File: config.mk
export PLATFORM = sky130hd
export DESIGN_NAME = tmds_channel_encoder
export DESIGN_NICKNAME = d
export VERILOG_FILES = /design/src/rtl/tmds_channel_encoder.sv
export SDC_FILE = /design/constraint.sdc
export NUM_CORES = 1
export LEC_CHECK = 0
export CAP_MARGIN = 25
export CORE_ASPECT_RATIO = 0.75
export CORE_MARGIN = 3
export CORE_UTILIZATION = 30
export CTS_CLUSTER_DIAMETER = 80
export DETAILED_ROUTE_END_ITERATION = 10
export SETUP_SLACK_MARGIN = 0.1
export SKIP_CTS_REPAIR_TIMING = 1
export SYNTH_ARGS = -nofsm -noshare
export SYNTH_HDL_FRONTEND = slang
export SYNTH_SLANG_ARGS = --single-unit
File: constraint.sdc
create_clock -name pixel_clk_in -period 6.15 [get_ports pixel_clk_in]
set_clock_uncertainty 0.2 [all_clocks]
set_input_delay 1.23 -clock pixel_clk_in [delete_from_list [all_inputs] [get_ports pixel_clk_in]]
set_output_delay 1.23 -clock pixel_clk_in [all_outputs]
set_load 0.01 [all_outputs]
File: src/rtl/tmds_channel_encoder.sv
// TMDS 8b/10b encoder for one DVI colour channel.
// Two register stages: transition-minimised q_m, then DC-balanced 10-bit symbol with running tally.
module tmds_channel_encoder (
  input  logic              pixel_clk_in,
  input  logic              rst_n_in,
  input  logic [7:0]        data_in,
  input  logic [1:0]        ctrl_in,
  input  logic              ve_in,
  output logic [9:0]        tmds_out,
  output logic signed [4:0] tally_out
);

  localparam logic [9:0] CTRL_00 = 10'b1101010100;
  localparam logic [9:0] CTRL_01 = 10'b0010101011;
  localparam logic [9:0] CTRL_10 = 10'b0101010100;
  localparam logic [9:0] CTRL_11 = 10'b1010101011;

  logic [3:0]        n1_data;
  logic              use_xnor;
  logic [8:0]        q_m_d;
  logic [8:0]        q_m_q;
  logic              ve_q;
  logic [1:0]        ctrl_q;

  logic [3:0]        n1_qm;
  logic signed [4:0] disp_qm;
  logic              q8;
  logic [9:0]        tmds_d;
  logic [9:0]        tmds_q;
  logic signed [4:0] tally_d;
  logic signed [4:0] tally_q;

  always_comb begin
    n1_data = '0;
    for (int i = 0; i < 8; i++) begin
      n1_data = n1_data + 4'(data_in[i]);
    end
  end

  assign use_xnor = (n1_data > 4'd4) || ((n1_data == 4'd4) && !data_in[0]);

  always_comb begin
    logic [8:0] chain;
    chain    = '0;
    chain[0] = data_in[0];
    for (int i = 1; i < 8; i++) begin
      chain[i] = use_xnor ? ~(chain[i-1] ^ data_in[i]) : (chain[i-1] ^ data_in[i]);
    end
    chain[8] = ~use_xnor;
    q_m_d    = chain;
  end

  // Control rides alongside q_m so blanking symbols stay aligned with data.
  always_ff @(posedge pixel_clk_in or negedge rst_n_in) begin
    if (!rst_n_in) begin
      q_m_q  <= '0;
      ve_q   <= 1'b0;
      ctrl_q <= 2'b00;
    end else begin
      q_m_q  <= q_m_d;
      ve_q   <= ve_in;
      ctrl_q <= ctrl_in;
    end
  end

  always_comb begin
    n1_qm = '0;
    for (int i = 0; i < 8; i++) begin
      n1_qm = n1_qm + 4'(q_m_q[i]);
    end
  end

  // Ones minus zeros of q_m[7:0]: 2*N1q - 8, always even in -8..+8.
  assign disp_qm = $signed({n1_qm, 1'b0}) - 5'sd8;
  assign q8      = q_m_q[8];

  always_comb begin
    tmds_d  = tmds_q;
    tally_d = tally_q;
    if (!ve_q) begin
      unique case (ctrl_q)
        2'b00:   tmds_d = CTRL_00;
        2'b01:   tmds_d = CTRL_01;
        2'b10:   tmds_d = CTRL_10;
        default: tmds_d = CTRL_11;
      endcase
      tally_d = 5'sd0;
    end else if ((tally_q == 5'sd0) || (disp_qm == 5'sd0)) begin
      tmds_d  = {~q8, q8, q8 ? q_m_q[7:0] : ~q_m_q[7:0]};
      tally_d = q8 ? (tally_q + disp_qm) : (tally_q - disp_qm);
    end else if (((tally_q > 5'sd0) && (disp_qm > 5'sd0)) ||
                 ((tally_q < 5'sd0) && (disp_qm < 5'sd0))) begin
      tmds_d  = {1'b1, q8, ~q_m_q[7:0]};
      tally_d = tally_q + $signed({3'b000, q8, 1'b0}) - disp_qm;
    end else begin
      tmds_d  = {1'b0, q8, q_m_q[7:0]};
      tally_d = tally_q - (q8 ? 5'sd0 : 5'sd2) + disp_qm;
    end
  end

  always_ff @(posedge pixel_clk_in or negedge rst_n_in) begin
    if (!rst_n_in) begin
      tmds_q  <= '0;
      tally_q <= 5'sd0;
    end else begin
      tmds_q  <= tmds_d;
      tally_q <= tally_d;
    end
  end

  assign tmds_out  = tmds_q;
  assign tally_out = tally_q;

endmodule

==> flow_summary.json, run 1 <==
{
  "ys_ff_latch": 26,
  "syn_inst": 185,
  "relSlewSlack": 0.533,
  "vias_per_cell": 4.36,
  "path_class": "input pin to register",
  "grt.total_usage": 0.0911,
  "area_growth_pct": 21.4,
  "hpwl_um": 2870,
  "final_common_cell": "inv_1",
  "endpoint_kind": "register",
  "cts.path.max_buffers": 2,
  "clock.fmax_ghz": 0.200,
  "grt_pass1_wl_um": 5790,
  "cp-start-kind": "input pin",
  "hp-start": "q_m_q[2]",
  "syn_avg_cell_area_um2": 11.0,
  "reg2reg_from": "q_m_q[0]",
  "setup_tns_ps": 0,
  "hold_violations": 0,
  "period_share": 0.811,
  "slew_violations": 0,
  "diodes": 0,
  "cp.required_ps": 6140,
  "portBuffers": 26,
  "drt.antenna.violating_nets": 0,
  "place_congestion": 0.817,
  "drt_iter0_markers": 41,
  "cts_tree": "built",
  "drc": 0,
  "arrival_ps": 4980,
  "clk_pin_slew_ps": 90,
  "yosysSeqAreaShare": 0.321,
  "drive_gt1_frac": 0.0751,
  "drt_first_pass_iters": 4,
  "globalRoute.totalOverflow": 0,
  "start_util": 0.316,
  "grt_pass1_vias": 1267,
  "clock-sinks": 26,
  "drt-wirelength-per-cell_um": 11.3,
  "final_cell_mix": "inv_1, dfrtp_1, clkdlybuf4s50_1, ha_1, a21oi_1",
  "rsz0062_at_grt": "no",
  "cp-startpoint": "data_in[0]",
  "die_y_um": 77.2,
  "rows": 25,
  "fin_nets": 265,
  "grt_max_degree": 18,
  "synth_cell_types": 35,
  "yosysWarnings": 0,
  "setup_violations": 0,
  "fin_hold_ws_ps": 434,
  "worst_pin_slew_ps": 698,
  "cp_max_fo": 5,
  "wirelength_um": 3330,
  "drv_cap": 0,
  "io-pin-count": 28,
  "status": "complete, no violations",
  "syn-num-nets": 236,
  "die_w_um": 101,
  "antenna_found_initial": 0,
  "cts-buffers-inserted": 3,
  "htree_levels": 1,
  "hold_path_class": "register to register",
  "core_mm2": 0.00641,
  "root_buffer": "clkbuf_8",
  "die-area_mm2": 0.00779,
  "period_minus_slack_ps": 4990,
  "via_count": 1283,
  "synth_area_mm2": 0.00203,
  "clk_latency_ps": 270
}
path summary, 6_finish.rpt:
check,depth (start not counted),endpoint,slack (ps)
worst min register to register,2,tmds_out[2],430
min in group asynchronous,1,tally_out[4],1170
worst min-delay path,2,tmds_out[2],430
worst max register to register,15,tmds_out[3],1480
worst max-delay path,13,q_m_q[7],1160
max in group asynchronous,2,tmds_out[0],4060
metal layers:
layer | vias to the layer above | global-route usage | routed length (µm)
li1 | 643 | - | -
met1 | 606 | 0.140 | 1780
met2 | 32 | 0.132 | 1350
met3 | 2 | 0.0164 | 168
met4 | 0 | 0.0199 | 29
met5 | - | 0 | 0
per-stage QoR:
step            util  setup WS [ps]  area, µm²  instances
2_1_floorplan      -           1620       2030        185
3_3_place_gp   0.370            953       2370        289
3_5_place_dp   0.372            850       2390        290
4_1_cts        0.384           1150       2460        294
5_1_grt        0.384            877       2460        294
6_report       0.384           1160       2460        294
kinds of logic after synthesis:
kind of cell	after synthesis	share of synthesized area
fa+ha+maj	38	0.283
buf+inv	39	0.0827
mux	4	0.0204
other cells	1	0.00185
flops	26	0.321
xor+xnor	30	0.156
simple gates	19	0.0488
compound gates	28	0.0870
cell usage after synthesis (all sizes together):
master / n / area share
o22ai: 1 / 0.0031
conb: 1 / 0.0019
xor3: 1 / 0.012
bufinv: 1 / 0.0086
o211a: 2 / 0.0099
a21oi: 15 / 0.039
xor2: 12 / 0.052
xnor3: 1 / 0.011
nand3b: 1 / 0.0037
a21o: 3 / 0.011
nand2: 8 / 0.015
buf: 2 / 0.0074
nand3: 1 / 0.0025
mux2i: 3 / 0.015
nand2b: 1 / 0.0031
ha: 25 / 0.15
nor3: 2 / 0.0049
fa: 13 / 0.13
or3: 1 / 0.0056
clkbuf: 2 / 0.0037
o21a: 1 / 0.0037
o21ai: 3 / 0.0074
o211ai: 1 / 0.0037
mux2: 1 / 0.0056
nor2: 2 / 0.0037
a31oi: 2 / 0.0093
nor3b: 2 / 0.0074
xnor2: 16 / 0.080
inv: 34 / 0.063
and3: 1 / 0.0031
dfrtp: 26 / 0.32
final cells by class:
class                   count  area (µm²)
clock buffers               3        41.3
clock inverters             1        30.0
fillers                   621        3950
inverters                  35         145
multi-input cells         120        1210
flip-flops and latches     26         651
well taps                  81         101
repair buffers             28         283
worst max-delay path, cell delays in order:
cell             delay, ps
clkdlybuf4s50_1        540
inv_1                   80
fa_1                   550
fa_1                   420
fa_1                   490
inv_1                   40
ha_1                   190
fa_1                   430
nor3b_1                290
o21ai_1                110
a21oi_2                290
xnor2_1                180
xnor2_1                130
sequential cells by signal (all words and copies together) (netlist names):
signal and cells:
ve_q 1, tmds_out 10, tally_out 4, ctrl_q 2, q_m_q 9
Power of run 1 is left out: the tool's default activity adds up to more than one toggle a clock period on the data nets, which glitch-free logic cannot reach.
==> run 2: changes to the inputs <==
clock period = 4.1 ns   (was 6.15 ns; I/O delays follow)
==> run 2 against run 1 <==
Effect of this change: the flow now finishes with violations (negative setup slack); sequential share of layout area decreased by 3.2 points; non-clock buffer count is 33 higher; clock-buffer cell count is the same; via count rose by 7.0%; setup slack got worse by 1500 ps; final cell count up 11%; critical path type is now register to register; worst hold slack worse by 3.4 ps; critical path depth increased by 3.
==> flow_summary.json, run 2 (synthesis gave the netlist of run 1 again) <==
{
  "status": "finished, violations left",
  "violations": "negative setup slack",
  "grt_pass1_wl_um": 6400,
  "crit-reg2reg-capture": "tally_out[4]",
  "crit_buf_inv": 3,
  "hold_violations": 0,
  "drive_gt1_frac": 0.298,
  "vias_per_cell": 4.21,
  "hpwl_um": 3100,
  "antenna_found_initial": 0,
  "relSlewSlack": 0.622,
  "core_mm2": 0.00641,
  "path_common_cell": "fa_1",
  "clk_latency_ps": 270,
  "drt.antenna.violating_nets": 0,
  "reg2reg_slack_ps": -330,
  "period_share": 1.08,
  "clk_pin_slew_ps": 80,
  "diodes": 0,
  "start_util": 0.316,
  "period_minus_slack_ps": 4430,
  "io-pin-count": 28,
  "grt.total_usage": 0.102,
  "cpMaxStageDelayCell": "fa_1",
  "arrival_ps": 4390,
  "setup_tns_ps": -3080,
  "via_count": 1373,
  "path_cells": "fa_1 > inv_1 > fa_1 > fa_1 > inv_1 > ha_2 > fa_2 > inv_2 > ha_4 > mux2_4 > ha_4 > a21o_1 > a21oi_2 > xnor3_1 > nand3_1 > o21ai_1",
  "path_delay_family": "adder cells",
  "portBuffers": 26,
  "rsz0062_at_grt": "yes",
  "reg2reg_from": "q_m_q[0]",
  "place_congestion": 0.784,
  "area_growth_pct": 38.3,
  "cts-buffers-inserted": 3,
  "drt_first_pass_iters": 4,
  "largest_reg_flops": 10,
  "setup_violations": 13,
  "rows": 25,
  "grt_max_degree": 27,
  "final_common_cell": "buf_4",
  "crit_cells": 16,
  "worst_pin_slew_ps": 567,
  "cts.path.max_buffers": 2,
  "grt_pass1_vias": 1367,
  "drv_cap": 0,
  "globalRoute.totalOverflow": 0,
  "cp_max_fo": 4,
  "cp-endpoint": "tally_out[4]",
  "cp-startpoint": "q_m_q[0]",
  "slew_violations": 0,
  "path_class": "register to register",
  "fin_ws_ps": -328,
  "endpoint_kind": "register",
  "cts_tree": "built",
  "final_cell_mix": "buf_4, inv_1, dfrtp_1, clkdlybuf4s50_1, ha_1",
  "htree_levels": 1,
  "die-area_mm2": 0.00779,
  "cp-start-kind": "register",
  "hold_path_class": "register to register",
  "drt-wirelength-per-cell_um": 11.6,
  "drt_iter0_markers": 23,
  "drc": 0,
  "cp.required_ps": 4060,
  "clock.fmax_ghz": 0.226,
  "fillCellCount": 624,
  "clock-sinks": 26,
  "die_y_um": 77.2,
  "root_buffer": "clkbuf_8",
  "fin_nets": 298,
  "max_stage_delay_ps": 540,
  "die_w_um": 101,
  "wirelength_um": 3780,
  "r2r_cells": 16
}
## run 2: cell types whose count changed in the layout (fill, tap and decap cells not counted), sizes merged
cell	change
buf	+35
clkdlybuf4s50	-3
bufinv	-1
clkbuf	+1
## run 2: through the flow
step	hold slack, ps	util	instances	cell area (µm²)	setup WS [ps]
2_1_floorplan	324	-	185	2080	-271
3_3_place_gp	424	0.411	316	2630	-484
3_5_place_dp	437	0.411	316	2630	-521
4_1_cts	445	0.417	319	2670	-464
5_1_grt	476	0.437	326	2800	-489
6_report	431	0.437	326	2800	-328
## run 2: routing by layer
layer,track usage,part of all wire,up-vias,wire (µm)
li1,-,-,706,-
met1,0.157,0.50,635,1890
met2,0.147,0.44,27,1660
met3,0.0173,0.047,5,177
met4,0.0239,0.012,0,45
met5,0,0,-,0
## run 2: final cells by class
type | count | area [µm²] | share of cell area
multi-input combinational | 120 | 1330 | 0.475
sequential | 26 | 651 | 0.232
timing repair buffer | 61 | 532 | 0.190
inverter | 35 | 148 | 0.0527
tap | 81 | 101 | 0.0362
clock buffer | 3 | 41.3 | 0.0147
## run 2: tightest hold or removal path, stage by stage (launching register included)
cell     delay, ps
dfrtp_1        400
xor2_1          80
a21oi_1        120
## run 2: worst min path at each step
stage	depth (start not counted)	start	to
global placement	2	q_m_q[2]	tmds_out[2]
CTS	3	q_m_q[7]	tmds_out[7]
detailed placement	3	q_m_q[7]	tmds_out[7]
global route	2	q_m_q[2]	tmds_out[2]
finish	2	q_m_q[2]	tmds_out[2]
floorplan	0	rst_n_in	ctrl_q[0]
Power of run 2 is left out for the same reason.
==> run 3: changes to the inputs <==
PLACE_DENSITY_LB_ADDON = 0.08   (was unset)
==> run 3 against run 2 <==
Effect of this change: the flow still finishes with violations (negative setup slack); via count up 1.7%; wire length is 16% higher; setup slack lost 63 ps; sequential share of layout area decreased by 1.0 points; worst hold slack better by 7.7 ps; core utilization up 2.1 points.
==> flow_summary.json, run 3 (synthesis gave the netlist of run 1 again) <==
{
  "violations": "negative setup slack",
  "grt_max_degree": 27,
  "final_area_mm2": 0.00294,
  "drt-wirelength-per-cell_um": 13.4,
  "slew_violations": 0,
  "portBuffers": 26,
  "drt_iter0_markers": 45,
  "rows": 25,
  "setup_tns_ps": -2600,
  "path_cells": "fa_1 > inv_1 > fa_1 > fa_1 > inv_1 > ha_2 > fa_2 > inv_4 > ha_4 > mux2_4 > ha_4 > a21o_1 > a21oi_2 > xnor3_1 > nand3_1 > o21ai_1",
  "reg2reg_slack_ps": -390,
  "place_area_mm2": 0.00264,
  "globalRoute.totalOverflow": 0,
  "cpMaxStageDelayCell": "fa_2",
  "grt.total_usage": 0.116,
  "die_w_um": 101,
  "grt_pass1_wl_um": 7290,
  "crit-reg2reg-capture": "tally_out[4]",
  "die_y_um": 77.2,
  "rsz0062_at_grt": "yes",
  "drt.antenna.violating_nets": 0,
  "final_common_cell": "buf_4",
  "htree_levels": 1,
  "hold_violations": 0,
  "holdPathEnd": "tmds_out[5]",
  "cts.path.max_buffers": 2,
  "core_mm2": 0.00641,
  "grt_pass1_vias": 1470,
  "min_path_cells": 3,
  "fillCellCount": 587,
  "period_share": 1.10,
  "hold_path_class": "register to register",
  "drv_cap": 0,
  "via_count": 1397,
  "cts_tree": "built",
  "vias_per_cell": 4.26,
  "drc": 0,
  "diodes": 0,
  "root_buffer": "clkbuf_8",
  "wirelength_um": 4380,
  "drt_first_pass_iters": 5,
  "final_cell_mix": "buf_4, inv_1, dfrtp_1, clkdlybuf4s50_1, ha_1",
  "hp-start": "q_m_q[5]",
  "cp.required_ps": 4060,
  "worst_pin_slew_ps": 605,
  "path_common_cell": "fa_1",
  "fin_ws_ps": -391,
  "hpwl_um": 3590,
  "cp-start-kind": "register",
  "fin_nets": 299,
  "cp_max_fo": 3,
  "relSlewSlack": 0.594,
  "max_stage_delay_ps": 560,
  "largest_reg_flops": 10,
  "io-pin-count": 28,
  "endpoint_kind": "register",
  "arrival_ps": 4450,
  "setup_violations": 14,
  "antenna_found_initial": 0,
  "clk_latency_ps": 270,
  "die-area_mm2": 0.00779,
  "path_class": "register to register",
  "drive_gt1_frac": 0.340,
  "clock.fmax_ghz": 0.223,
  "period_minus_slack_ps": 4490,
  "place_congestion": 0.876,
  "area_growth_pct": 44.8,
  "reg2reg_from": "q_m_q[3]",
  "start_util": 0.316,
  "clock-sinks": 26,
  "status": "finished, violations left",
  "clk_pin_slew_ps": 90,
  "cts-buffers-inserted": 3,
  "cp-startpoint": "q_m_q[3]",
  "r2r_cells": 16
}
## run 3: cell count changes in the layout (fill, tap and decap cells not counted), sizes merged
cell    previous run  this run
buf               37        39
clkbuf             4         3
bufinv             1         2
## run 3: how the worst max path moves through the flow
stage / cells past startpoint / slack (ps) / to
floorplan: 16 / -270 / tally_out[4]
global placement: 13 / -530 / q_m_q[7]
detailed placement: 13 / -630 / q_m_q[7]
CTS: 16 / -540 / tally_out[4]
global route: 16 / -580 / tally_out[4]
finish: 16 / -390 / tally_out[4]
## run 3: layout make-up
type                    count  area [µm²]  area share
multi-input cells         120        1420       0.483
flip-flops and latches     26         651       0.222
repair buffers             62         547       0.186
inverters                  35         148      0.0503
well taps                  81         101      0.0345
clock buffers               3        41.3      0.0141
clock inverters             1        30.0      0.0102
## run 3: per-layer routing
metal,GRT usage,vias up,part of all wire
met5,0,-,0
met4,0.0212,0,0.013
met3,0.0191,4,0.039
met2,0.173,30,0.43
met1,0.178,654,0.52
li1,-,709,-
## run 3: through the flow
step           worst slack [ps]  instances  hold WS, ps  utilization
6_report                   -391        328          439        0.458
5_1_grt                    -578        328          486        0.458
4_1_cts                    -541        321          452        0.423
3_5_place_dp               -633        317          435        0.412
3_3_place_gp               -530        317          432        0.412
2_1_floorplan              -271        185          324            -
## run 3: worst max-delay path, delay by kind of cell (launching register included)
family / cells / cell delay (ps)
adder cells (fa/ha/maj): 7 / 2640
flip-flops: 1 / 410
AO/OA/AOI/OAI: 3 / 380
multiplexers: 1 / 280
XOR/XNOR: 1 / 210
buffers and inverters: 3 / 160
AND/OR/NAND/NOR: 1 / 80
Power of run 3 is left out for the same reason.
